### config.mk
export PLATFORM = sky130hd
export DESIGN_NAME = cmd_bus_master_flat
export DESIGN_NICKNAME = d
export VERILOG_FILES = /design/src/rtl/cmd_bus_pkg.sv /design/src/rtl/cmd_bus_master_if.sv /design/src/rtl/cmd_bus_master.sv /design/src/flat_wrapper.sv
export SDC_FILE = /design/constraint.sdc
export NUM_CORES = 1
export LEC_CHECK = 0
export ABC_AREA = 1
export BUFFER_PORTS_ARGS = -buffer_cell sky130_fd_sc_hd__buf_2
export CORE_ASPECT_RATIO = 1.4
export CORE_MARGIN = 5
export CORE_UTILIZATION = 55
export CTS_BUF_LIST = sky130_fd_sc_hd__clkbuf_8
export DETAILED_ROUTE_END_ITERATION = 8
export HOLD_SLACK_MARGIN = 0.08
export PLACE_DENSITY_LB_ADDON = 0.1
export SYNTH_ARGS = -nofsm -noshare
export SYNTH_HDL_FRONTEND = slang
export SYNTH_SLANG_ARGS = --single-unit
### constraint.sdc
create_clock -name clk -period 2.1 [get_ports clk]
set_clock_uncertainty 0.05 [all_clocks]
set_input_delay 0.42 -clock clk [delete_from_list [all_inputs] [get_ports clk]]
set_output_delay 0.42 -clock clk [all_outputs]
set_load 0.005 [all_outputs]
### src/rtl/cmd_bus_pkg.sv
// Opcodes, bus codes, FSM states and symbol lookup
// shared by the command bus master and its bench.
package cmd_bus_pkg;

  typedef enum logic [3:0] {
    OP_PAUSE       = 4'd0,
    OP_PLUS        = 4'd1,
    OP_MINUS       = 4'd2,
    OP_BALLAST_P   = 4'd3,
    OP_BALLAST_N   = 4'd4,
    OP_START       = 4'd5,
    OP_SHUTDOWN    = 4'd6,
    OP_DISCHARGE_1 = 4'd7,
    OP_DISCHARGE_3 = 4'd8
  } op_e;

  typedef enum logic [1:0] {
    S_IDLE,
    S_SETUP,
    S_LOW,
    S_GAP
  } state_e;

  localparam logic [2:0] BC_PAUSE     = 3'd0;
  localparam logic [2:0] BC_PLUS      = 3'd1;
  localparam logic [2:0] BC_MINUS     = 3'd2;
  localparam logic [2:0] BC_BALLAST_P = 3'd3;
  localparam logic [2:0] BC_BALLAST_N = 3'd4;
  localparam logic [2:0] BC_START     = 3'd5;
  localparam logic [2:0] BC_SHUTDOWN  = 3'd6;
  localparam logic [2:0] BC_DISCHARGE = 3'd7;

  function automatic int max3(int a, int b, int c);
    int m;
    m = (a > b) ? a : b;
    return (m > c) ? m : c;
  endfunction

  function automatic logic op_valid(logic [3:0] op);
    return op <= OP_DISCHARGE_3;
  endfunction

  function automatic logic [2:0] seq_len(logic [3:0] op);
    logic [2:0] n;
    n = 3'd1;
    if (op == OP_START)
      n = 3'd2;
    else if (op == OP_DISCHARGE_1 || op == OP_DISCHARGE_3)
      n = 3'd5;
    return n;
  endfunction

  // Discharge sequences are 7,0,7,0 followed by the
  // discharge count (1 or 3) as the final symbol.
  function automatic logic [2:0] seq_sym(logic [3:0] op,
                                         logic [2:0] idx);
    logic [2:0] s;
    s = BC_PAUSE;
    unique case (1'b1)
      op == OP_PLUS:      s = BC_PLUS;
      op == OP_MINUS:     s = BC_MINUS;
      op == OP_BALLAST_P: s = BC_BALLAST_P;
      op == OP_BALLAST_N: s = BC_BALLAST_N;
      op == OP_SHUTDOWN:  s = BC_SHUTDOWN;
      op == OP_START:
        s = (idx == 3'd0) ? BC_START : BC_PAUSE;
      op == OP_DISCHARGE_1,
      op == OP_DISCHARGE_3: begin
        if (idx == 3'd4)
          s = (op == OP_DISCHARGE_1) ? BC_PLUS : BC_BALLAST_P;
        else
          s = idx[0] ? BC_PAUSE : BC_DISCHARGE;
      end
      default: s = BC_PAUSE;
    endcase
    return s;
  endfunction

endpackage

### src/rtl/cmd_bus_master_if.sv
// Host command handshake, shutdown request and bus pins.
// master: the bus master side; slave: host/bus side.
interface cmd_bus_master_if;
  logic       cmd_valid;
  logic [3:0] cmd_op;
  logic       cmd_ready;
  logic       shdn_req;
  logic       shdn_ack;
  logic [2:0] bus_c;
  logic       bus_clk;
  logic       busy;
  logic       done;
  logic       err;

  modport master (
    input  cmd_valid, cmd_op, shdn_req,
    output cmd_ready, shdn_ack, bus_c, bus_clk,
    output busy, done, err
  );

  modport slave (
    output cmd_valid, cmd_op, shdn_req,
    input  cmd_ready, shdn_ack, bus_c, bus_clk,
    input  busy, done, err
  );
endinterface

### src/rtl/cmd_bus_master.sv
// Serialises host opcodes into bus_c/bus_clk symbols,
// with a non-preemptive safety shutdown path.
// Ports: clk, rstn (async, low), bus (master modport).
module cmd_bus_master
  import cmd_bus_pkg::*;
#(
  parameter int SETUP_CYC = 16,
  parameter int HOLD_CYC  = 16,
  parameter int GAP_CYC   = 16
) (
  input  logic clk,
  input  logic rstn,
  cmd_bus_master_if.master bus
);

  localparam int MAXC = max3(SETUP_CYC, HOLD_CYC, GAP_CYC);
  localparam int CW   = $clog2(MAXC + 1);

  localparam logic [CW-1:0] SETUP_LD = CW'(SETUP_CYC - 1);
  localparam logic [CW-1:0] HOLD_LD  = CW'(HOLD_CYC - 1);
  localparam logic [CW-1:0] GAP_LD   = CW'(GAP_CYC - 1);
  localparam logic [CW-1:0] ONE      = CW'(1);

  typedef struct packed {
    state_e      st;
    logic [CW-1:0] cnt;
    logic [2:0]  idx;
    logic [3:0]  op;
    logic        safety;
    logic        pend;
    logic [2:0]  c;
    logic        bclk;
    logic        done;
    logic        err;
    logic        ack;
  } regs_t;

  localparam regs_t RST_VAL = '{
    st:     S_IDLE,
    cnt:    '0,
    idx:    3'd0,
    op:     4'd0,
    safety: 1'b0,
    pend:   1'b0,
    c:      BC_PAUSE,
    bclk:   1'b1,
    done:   1'b0,
    err:    1'b0,
    ack:    1'b0
  };

  regs_t r;
  regs_t n;
  logic  end_phase;
  logic  last_sym;
  logic  n_last;

  always_ff @(posedge clk or negedge rstn) begin
    if (!rstn)
      r <= RST_VAL;
    else
      r <= n;
  end

  always_comb begin
    n = r;
    n.done = 1'b0;
    n.err  = 1'b0;
    n.ack  = 1'b0;
    // A request is remembered whatever the FSM is doing.
    n.pend = r.pend | bus.shdn_req;
    end_phase = (r.cnt == '0);
    last_sym  = (r.idx == seq_len(r.op) - 3'd1);

    unique case (r.st)
      S_IDLE: begin
        if (n.pend) begin
          n.st     = S_SETUP;
          n.op     = OP_SHUTDOWN;
          n.safety = 1'b1;
          n.idx    = 3'd0;
          n.cnt    = SETUP_LD;
          n.c      = BC_SHUTDOWN;
        end else if (bus.cmd_valid) begin
          if (op_valid(bus.cmd_op)) begin
            n.st     = S_SETUP;
            n.op     = bus.cmd_op;
            n.safety = 1'b0;
            n.idx    = 3'd0;
            n.cnt    = SETUP_LD;
            n.c      = seq_sym(bus.cmd_op, 3'd0);
          end else begin
            n.err = 1'b1;
          end
        end
      end
      S_SETUP: begin
        if (end_phase) begin
          n.st   = S_LOW;
          n.cnt  = HOLD_LD;
          n.bclk = 1'b0;
        end else begin
          n.cnt = r.cnt - ONE;
        end
      end
      S_LOW: begin
        if (end_phase) begin
          n.st   = S_GAP;
          n.cnt  = GAP_LD;
          n.bclk = 1'b1;
        end else begin
          n.cnt = r.cnt - ONE;
        end
      end
      S_GAP: begin
        if (end_phase) begin
          // Any shutdown symbol on the bus serves requests
          // that arrived while it was being sent.
          if (r.c == BC_SHUTDOWN)
            n.pend = 1'b0;
          if (last_sym) begin
            n.st     = S_IDLE;
            n.safety = 1'b0;
          end else begin
            n.st  = S_SETUP;
            n.idx = r.idx + 3'd1;
            n.cnt = SETUP_LD;
            n.c   = seq_sym(r.op, r.idx + 3'd1);
          end
        end else begin
          n.cnt = r.cnt - ONE;
        end
      end
      default: n = RST_VAL;
    endcase

    // Pulses are registered so they land on the final
    // GAP cycle of the sequence.
    n_last = (n.idx == seq_len(n.op) - 3'd1);
    if (n.st == S_GAP && n.cnt == '0) begin
      if (n_last && !n.safety)
        n.done = 1'b1;
      if (n.c == BC_SHUTDOWN && (n.safety || n.pend))
        n.ack = 1'b1;
    end
  end

  assign bus.bus_c    = r.c;
  assign bus.bus_clk  = r.bclk;
  assign bus.busy     = (r.st != S_IDLE);
  assign bus.done     = r.done;
  assign bus.err      = r.err;
  assign bus.shdn_ack = r.ack;
  // A live request blocks the host in the same cycle.
  assign bus.cmd_ready = ~rstn |
    ((r.st == S_IDLE) & ~r.pend & ~bus.shdn_req);

endmodule

### src/flat_wrapper.sv
// flat-port wrapper written by rule: the top's interface ports become plain ports
module cmd_bus_master_flat import cmd_bus_pkg::*;
#(
  parameter int SETUP_CYC = 16,
  parameter int HOLD_CYC  = 16,
  parameter int GAP_CYC   = 16
)
  (clk, rstn, bus_cmd_valid, bus_cmd_op, bus_shdn_req, bus_cmd_ready, bus_shdn_ack, bus_bus_c, bus_bus_clk, bus_busy, bus_done, bus_err);
  cmd_bus_master_if bus_i ();
  input  logic clk;
  input  logic rstn;
  input wire logic [$bits(bus_i.cmd_valid)-1:0] bus_cmd_valid;
  input wire logic [$bits(bus_i.cmd_op)-1:0] bus_cmd_op;
  input wire logic [$bits(bus_i.shdn_req)-1:0] bus_shdn_req;
  output wire logic [$bits(bus_i.cmd_ready)-1:0] bus_cmd_ready;
  output wire logic [$bits(bus_i.shdn_ack)-1:0] bus_shdn_ack;
  output wire logic [$bits(bus_i.bus_c)-1:0] bus_bus_c;
  output wire logic [$bits(bus_i.bus_clk)-1:0] bus_bus_clk;
  output wire logic [$bits(bus_i.busy)-1:0] bus_busy;
  output wire logic [$bits(bus_i.done)-1:0] bus_done;
  output wire logic [$bits(bus_i.err)-1:0] bus_err;
  assign bus_i.cmd_valid = bus_cmd_valid;
  assign bus_i.cmd_op = bus_cmd_op;
  assign bus_i.shdn_req = bus_shdn_req;
  assign bus_cmd_ready = bus_i.cmd_ready;
  assign bus_shdn_ack = bus_i.shdn_ack;
  assign bus_bus_c = bus_i.bus_c;
  assign bus_bus_clk = bus_i.bus_clk;
  assign bus_busy = bus_i.busy;
  assign bus_done = bus_i.done;
  assign bus_err = bus_i.err;
  cmd_bus_master #(.SETUP_CYC(SETUP_CYC), .HOLD_CYC(HOLD_CYC), .GAP_CYC(GAP_CYC)) u_core (.clk(clk), .rstn(rstn), .bus(bus_i));
endmodule
==> results of run 1 <==
-- placed cells by master (no fill, tap or decap), drive strengths merged --
cell / synthesis / routed
nand4: 4 / 4
dfrtp: 22 / 22
a21oi: 12 / 12
nand3: 22 / 22
o22ai: 1 / 1
a22oi: 1 / 1
inv: 36 / 37
ha: 8 / 8
buf: 6 / 30
xor2: 2 / 2
clkbuf: 1 / 3
a311oi: 1 / 1
o31ai: 4 / 4
o21a: 1 / 1
nand3b: 3 / 3
dlygate4sd3: 0 / 1
dfstp: 1 / 1
o211ai: 2 / 2
or2: 2 / 2
nor3: 3 / 3
nor2: 36 / 36
clkinvlp: 0 / 1
clkinv: 3 / 2
o21ai: 12 / 12
nand2: 84 / 84
-- cell families after synthesis --
| group | Yosys count | synth area share |
|---|---|---|
| AND/OR/NAND/NOR | 154 | 0.3924 |
| AO/OA/AOI/OAI | 34 | 0.1100 |
| buffers and inverters | 46 | 0.1135 |
| XOR/XNOR | 2 | 0.009690 |
| flip-flops | 23 | 0.3190 |
| adder cells (fa/ha/maj) | 8 | 0.05537 |
-- state kept, by name, indices dropped and copies added, names as in the netlist --
register,count
u_core.r,16
u_core.bus.bus_c,3
u_core.bus.bus_clk,1
u_core.bus.done,1
u_core.bus.err,1
u_core.bus.shdn_ack,1
-- what timing repair did --
item | in CTS | in global routing
endpoints found under the hold margin | 1 | 0
setup buffers | 0 | 6
setup endpoints to repair | 0 | 3
gates resized for setup | 0 | 10
hold buffers | 1 | 0
-- power by group through the flow --
stage | clock (mW) | combinational [mW] | sequential (mW)
after global routing | 0.302 | 0.0448 | 0.443
after CTS | 0.284 | 0.0400 | 0.443
after detailed placement | 0 | 0.0385 | 0.451
after global placement | 0 | 0.0384 | 0.451
final | 0.280 | 0.0399 | 0.443
after floorplan | 0 | 0.0151 | 0.451
-- worst min-delay path by stage --
stage	from	end	slack [ns]	cells after the start
finish	bus_cmd_valid	u_core.bus.err$_DFF_PN0_	0.36	3
global route	bus_cmd_valid	u_core.bus.err$_DFF_PN0_	0.36	3
CTS	bus_cmd_valid	u_core.bus.err$_DFF_PN0_	0.36	3
detailed placement	rstn	u_core.r[19]$_DFF_PN0_	0.18	1
global placement	rstn	u_core.r[19]$_DFF_PN0_	0.18	1
floorplan	rstn	u_core.bus.bus_c[0]$_DFF_PN0_	0.07	0
-- layer usage --
| metal | wire length [µm] | vias up | track usage |
|---|---|---|---|
| met5 | 0 | - | 0 |
| met4 | 85 | 0 | 0.07425 |
| met3 | 173 | 10 | 0.01993 |
| met2 | 2403 | 46 | 0.3702 |
| met1 | 1744 | 808 | 0.2544 |
| li1 | - | 905 | - |
-- worst max-delay path, cell delays in order, from the launching register on --
cell,delay [ns]
dfrtp_1,0.43
inv_1,0.15
ha_4,0.18
clkinvlp_4,0.13
buf_4,0.17
buf_2,0.12
-- per-stage QoR --
step | instance area [µm²] | setup WS (ns) | cells | util | power [mW]
final | 2068 | 0.1690 | 334 | 0.6560 | 0.7628
after global routing | 2068 | 0.01212 | 334 | 0.6560 | 0.7893
after floorplan | 1808 | 0.3179 | 267 | - | 0.4665
after CTS | 1993 | 0.08203 | 328 | 0.6321 | 0.7665
after detailed placement | 1938 | 0.06733 | 323 | 0.6147 | 0.4898
after global placement | 1938 | 0.05832 | 323 | 0.6147 | 0.4897
-- area by class of cell --
| type | count | area share |
|---|---|---|
| multi-input combinational | 198 | 0.5076 |
| sequential | 23 | 0.2789 |
| timing repair buffer | 31 | 0.09437 |
| inverter | 39 | 0.07381 |
| tap | 39 | 0.02359 |
| clock buffer | 3 | 0.01996 |
| clock inverter | 1 | 0.001815 |
==> flow_summary_export.csv, run 1 <==
group,metric,value,unit
outcome,status,"finished, final reports clean",
route,postRouteAntennaNets,0,
sta,hold_ws,0.3625,ns
route,first_pass_iters,4,
clock_network,clock_latency,0.27,ns
pwr,worst_ir_drop_vdd,0.2790,mV
global_routing,grt_max_degree,23,
die,ios,17,
die,die_x,58.46,µm
clock_network,cts_buffers,3,
job,maxCapViolations,0,
pwr,seq_power_share,0.580,
worst_hold_path,hold_path_class,"in -> reg",
synthesis,syn_area_per_cell,6.771,µm²
global_routing,track_usage,0.2085,
pwr,switching_share,0.2311,
clock_network,clk_pin_slew,0.08,ns
die,core,3153,µm²
synthesis,synth_edf_count,0,
clock_network,cts.path.max_buffers,2,
route,viasPerCell,5.296,
worst_setup_path,start_kind,"register",
synthesis,synth_area_leaders,"dfrtp_1, nand2_1, inv_1, nor2_1, ha_1",
worst_setup_path,worstSetupEndpoint,"bus_busy",
worst_setup_path,worstPathRequired,1.63,ns
die,initial_utilization,0.5734,
global_routing,antenna_found_initial,0,
clock_network,numClockSinks,23,
pwr,p_sw,0.1763,mW
route,dr.first_iter.drc_count,110,
clock_network,root_buffer,"clkbuf_8",
pwr,power_density,368.8,nW/µm²
finish,diodes,0,
placed_design,gp_congestion,0.9546,
sta,finalHoldViolCount,0,
finish,seq_area,576.8,µm²
pwr,clock_power_share,0.368,
pwr,cell_internal_pwr,0.5865,mW
finish,drive_gt1_frac,0.2441,
route,vias,1769,
synthesis,ys_seq_elements,23,
sta,slew_headroom,0.7284,
sta,max_freq,517.9,MHz
worst_setup_path,endpoint_kind,"output port",
route,drc,0,
worst_setup_path,cp_max_fo,6,
synthesis,synth_largest_area_cell,"dfrtp_1",
worst_setup_path,r2r_start,"u_core.r[21]$_DFF_PN0_",
clock_network,cts_tree,"built",
sta,worst_pin_slew,0.4040,ns
synthesis,syn_area,1808,µm²
worst_setup_path,ff2ff_path_depth,11,
synthesis,yosysMostFrequentCell,"nand2_1",
synthesis,synth-seq-area-share,0.3190,
worst_setup_path,critical_path_class,"reg -> out",
sta,slew_viol_final,0,
synthesis,synth_warnings,0,
sta,period_share,0.9195,
finish,num-nets-final,312,
route,wl_per_cell,13.19,µm
finish,n_fill_cell,299,
worst_setup_path,crit_start,"u_core.r[22]$_DFF_PN0_",
finish,multiInputGateArea,1050,µm²
synthesis,synth_nets,283,
placed_design,dpl.hpwl,3497,µm
synthesis,ys.flop_type,"dfrtp_1",
die,rows,24,
worst_setup_path,rrSetupSlack,0.20,ns
global_routing,grt_pass1_wl,7452,µm
sta,fin_crit,1.931,ns
synthesis,synth_top_area_share,0.3045,
synthesis,synthDistinctLibCells,33,
placed_design,portBuffers,16,
synthesis,async_flop_share,1.000,
die,fp.dieArea,4550,µm²
worst_setup_path,worstPathArrival,1.46,ns
route,wirelength,4406,µm
synthesis,ys_top_cells_by_count,"nand2_1, inv_1, nor2_1",
pwr,combPwrFrac,0.052,
clock_network,htree_levels,1,
die,die_y,77.84,µm
finish,syn_to_final_growth,14.39,%
global_routing,grt_overflow_total,0,
worst_setup_path,reg2reg_to,"u_core.bus.shdn_ack$_DFF_PN0_",
pwr,p_leak,1.099,nW
global_routing,grt_pass1_vias,1646,
sta,setup_violations,0,
synthesis,synthCells,267,
sta,rsz0062_at_grt,"no",
sta,tns,0,ns
No activity file was read; power rests on OpenSTA's default activity.
==> run 2: changes to the inputs <==
--- a/config.mk
+++ b/config.mk
@@ -7,8 +7,6 @@
 export LEC_CHECK = 0
 export ABC_AREA = 1
 export BUFFER_PORTS_ARGS = -buffer_cell sky130_fd_sc_hd__buf_2
-export CORE_ASPECT_RATIO = 1.4
-export CORE_MARGIN = 5
 export CORE_UTILIZATION = 55
 export CTS_BUF_LIST = sky130_fd_sc_hd__clkbuf_8
 export DETAILED_ROUTE_END_ITERATION = 8
==> constraint.sdc (replaced) <==
create_clock -name clk -period 2.1 [get_ports clk]
set_clock_uncertainty 0.05 [all_clocks]
set_input_delay 0.42 -clock clk [delete_from_list [all_inputs] [get_ports clk]]
set_output_delay 0.42 -clock clk [all_outputs]
set_load 0.01 [all_outputs]
==> flow_summary_export.csv, run 2 (same netlist as run 1, synthesis figures left out) <==
group,metric,value,unit
worst_setup_path,cp_max_fo,4,
finish,drive_gt1_frac,0.2508,
global_routing,track_usage,0.2682,
clock_network,clock_latency,0.26,ns
pwr,switching_share,0.2252,
finish,largest_register,"u_core.r",
route,vias,1804,
die,die_y,59.34,µm
pwr,p_leak,1.103,nW
global_routing,grtUsageMet1,0.4078,
finish,fin_area,2062,µm²
route,postRouteAntennaNets,0,
clock_network,htree_levels,1,
worst_setup_path,start_kind,"register",
global_routing,grt_pass1_vias,1538,
route,first_pass_iters,5,
pwr,clock_power_share,0.363,
pwr,p_sw,0.1700,mW
die,ios,17,
global_routing,grt_overflow_total,0,
sta,worst_pin_slew,0.3754,ns
placed_design,gp_congestion,0.8818,
global_routing,antenna_found_initial,0,
global_routing,grt_pass1_wl,6996,µm
worst_setup_path,rrSetupSlack,0.15,ns
pwr,combPwrFrac,0.051,
worst_hold_path,hold_path_class,"in -> async",
sta,fin_crit,1.951,ns
worst_setup_path,ff2ff_path_depth,11,
clock_network,clk_pin_slew,0.08,ns
clock_network,hold_buffers,0,
clock_network,cts_tree,"built",
sta,setup_violations,0,
worst_setup_path,worstPathRequired,2.24,ns
finish,num-nets-final,312,
finish,syn_to_final_growth,14.05,%
job,maxCapViolations,0,
pwr,power_density,366.0,nW/µm²
global_routing,grtUsageMet2,0.4013,
die,core,3078,µm²
placed_design,dpl-instance-area,1967,µm²
clock_network,root_buffer,"clkbuf_8",
finish,largest_reg_flops,16,
sta,slew_headroom,0.7476,
placed_design,portBuffers,16,
route,wirelength,4295,µm
clock_network,cts_buffers,3,
sta,period_share,0.9290,
pwr,cell_internal_pwr,0.5848,mW
finish,diodes,0,
worst_setup_path,reg2reg_to,"u_core.bus.shdn_ack$_DFF_PN0_",
pwr,total_power,0.7548,mW
die,initial_utilization,0.5874,
worst_setup_path,worstPathArrival,2.09,ns
sta,max_freq,512.6,MHz
pwr,worst_ir_drop_vdd,0.3476,mV
die,fp.dieArea,3521,µm²
worst_setup_path,endpoint_kind,"register",
global_routing,grt_max_degree,24,
outcome,status,"finished, final reports clean",
placed_design,dpl.hpwl,3363,µm
die,die_x,59.34,µm
sta,slew_viol_final,0,
die,rows,20,
clock_network,cts.path.max_buffers,2,
route,wl_per_cell,12.67,µm
worst_setup_path,critical_path_class,"reg -> reg",
worst_setup_path,r2r_start,"u_core.r[21]$_DFF_PN0_",
route,viasPerCell,5.322,
clock_network,numClockSinks,23,
route,drc,0,
sta,finalHoldViolCount,0,
global_routing,globalRouteMet3Util,0.02838,
global_routing,grt.busiest_layer,"met1",
finish,layout_commonest_cell,"nand2_1",
finish,layout.cells.most_common_list,"nand2_1, inv_1, nor2_1",
pwr,seq_power_share,0.586,
route,dr.first_iter.drc_count,129,
run 2: how the worst max path moves through the flow:
stage | to | slack [ns] | from
3_5_place_dp | u_core.bus.done$_DFF_PN0_ | 0.08 | bus_cmd_op[1]
5_1_grt | u_core.bus.shdn_ack$_DFF_PN0_ | -0.009 | u_core.r[16]$_DFF_PN0_
4_1_cts | u_core.bus.shdn_ack$_DFF_PN0_ | 0.05 | u_core.r[21]$_DFF_PN0_
2_1_floorplan | u_core.bus.done$_DFF_PN0_ | 0.27 | u_core.r[21]$_DFF_PN0_
6_report | u_core.bus.shdn_ack$_DFF_PN0_ | 0.15 | u_core.r[21]$_DFF_PN0_
3_3_place_gp | u_core.bus.shdn_ack$_DFF_PN0_ | 0.09 | u_core.r[21]$_DFF_PN0_
run 2: critical path, stage by stage, from the launching register on:
cell and delay, ns:
dfrtp_1 0.41, inv_1 0.10, ha_1 0.22, or2_2 0.29
inv_1 0.07, nand2_1 0.06, nand4_1 0.10, o21a_1 0.14
nand2_1 0.07, a21oi_2 0.14, nand3_2 0.10, nor2_1 0.13
run 2: repair_timing:
item | CTS | global route
endpoints found under the setup margin | 0 | 2
buffers inserted | 0 | 4
gates resized for setup | 0 | 11
run 2: stage by stage:
step,hold WS (ns),setup TNS (ns),utilization,std cells,setup slack [ns]
floorplan,0.07441,0,-,267,0.2750
global placement,0.4218,0,0.6390,331,0.08518
detailed placement,0.4233,0,0.6390,331,0.07890
CTS,0.1397,0,0.6537,335,0.05160
global route,0.1553,-0.01694,0.6699,339,-0.009167
finish,0.1287,0,0.6699,339,0.1491
run 2: metal layers:
metal / share of wire / routed length, µm
met1: 0.49 / 2092
met2: 0.42 / 1822
met3: 0.071 / 306
met4: 0.017 / 74
met5: 0 / 0
run 2: layout make-up:
cell class / instances / area (µm²)
multi-input cells: 198 / 1045
flip-flops and latches: 23 / 578.1
repair buffers: 31 / 192.7
inverters: 39 / 146.4
fillers: 292 / 1016
clock buffers: 3 / 41.29
clock inverters: 1 / 3.754
well taps: 44 / 55.05
run 2: power by group through the flow:
stage	logic [mW]	clock network, mW	registers (mW)
final	0.0383	0.274	0.442
after CTS	0.0388	0.277	0.443
after detailed placement	0.0387	0	0.451
after global placement	0.0378	0	0.451
after global routing	0.0437	0.296	0.443
after floorplan	0.0154	0	0.451
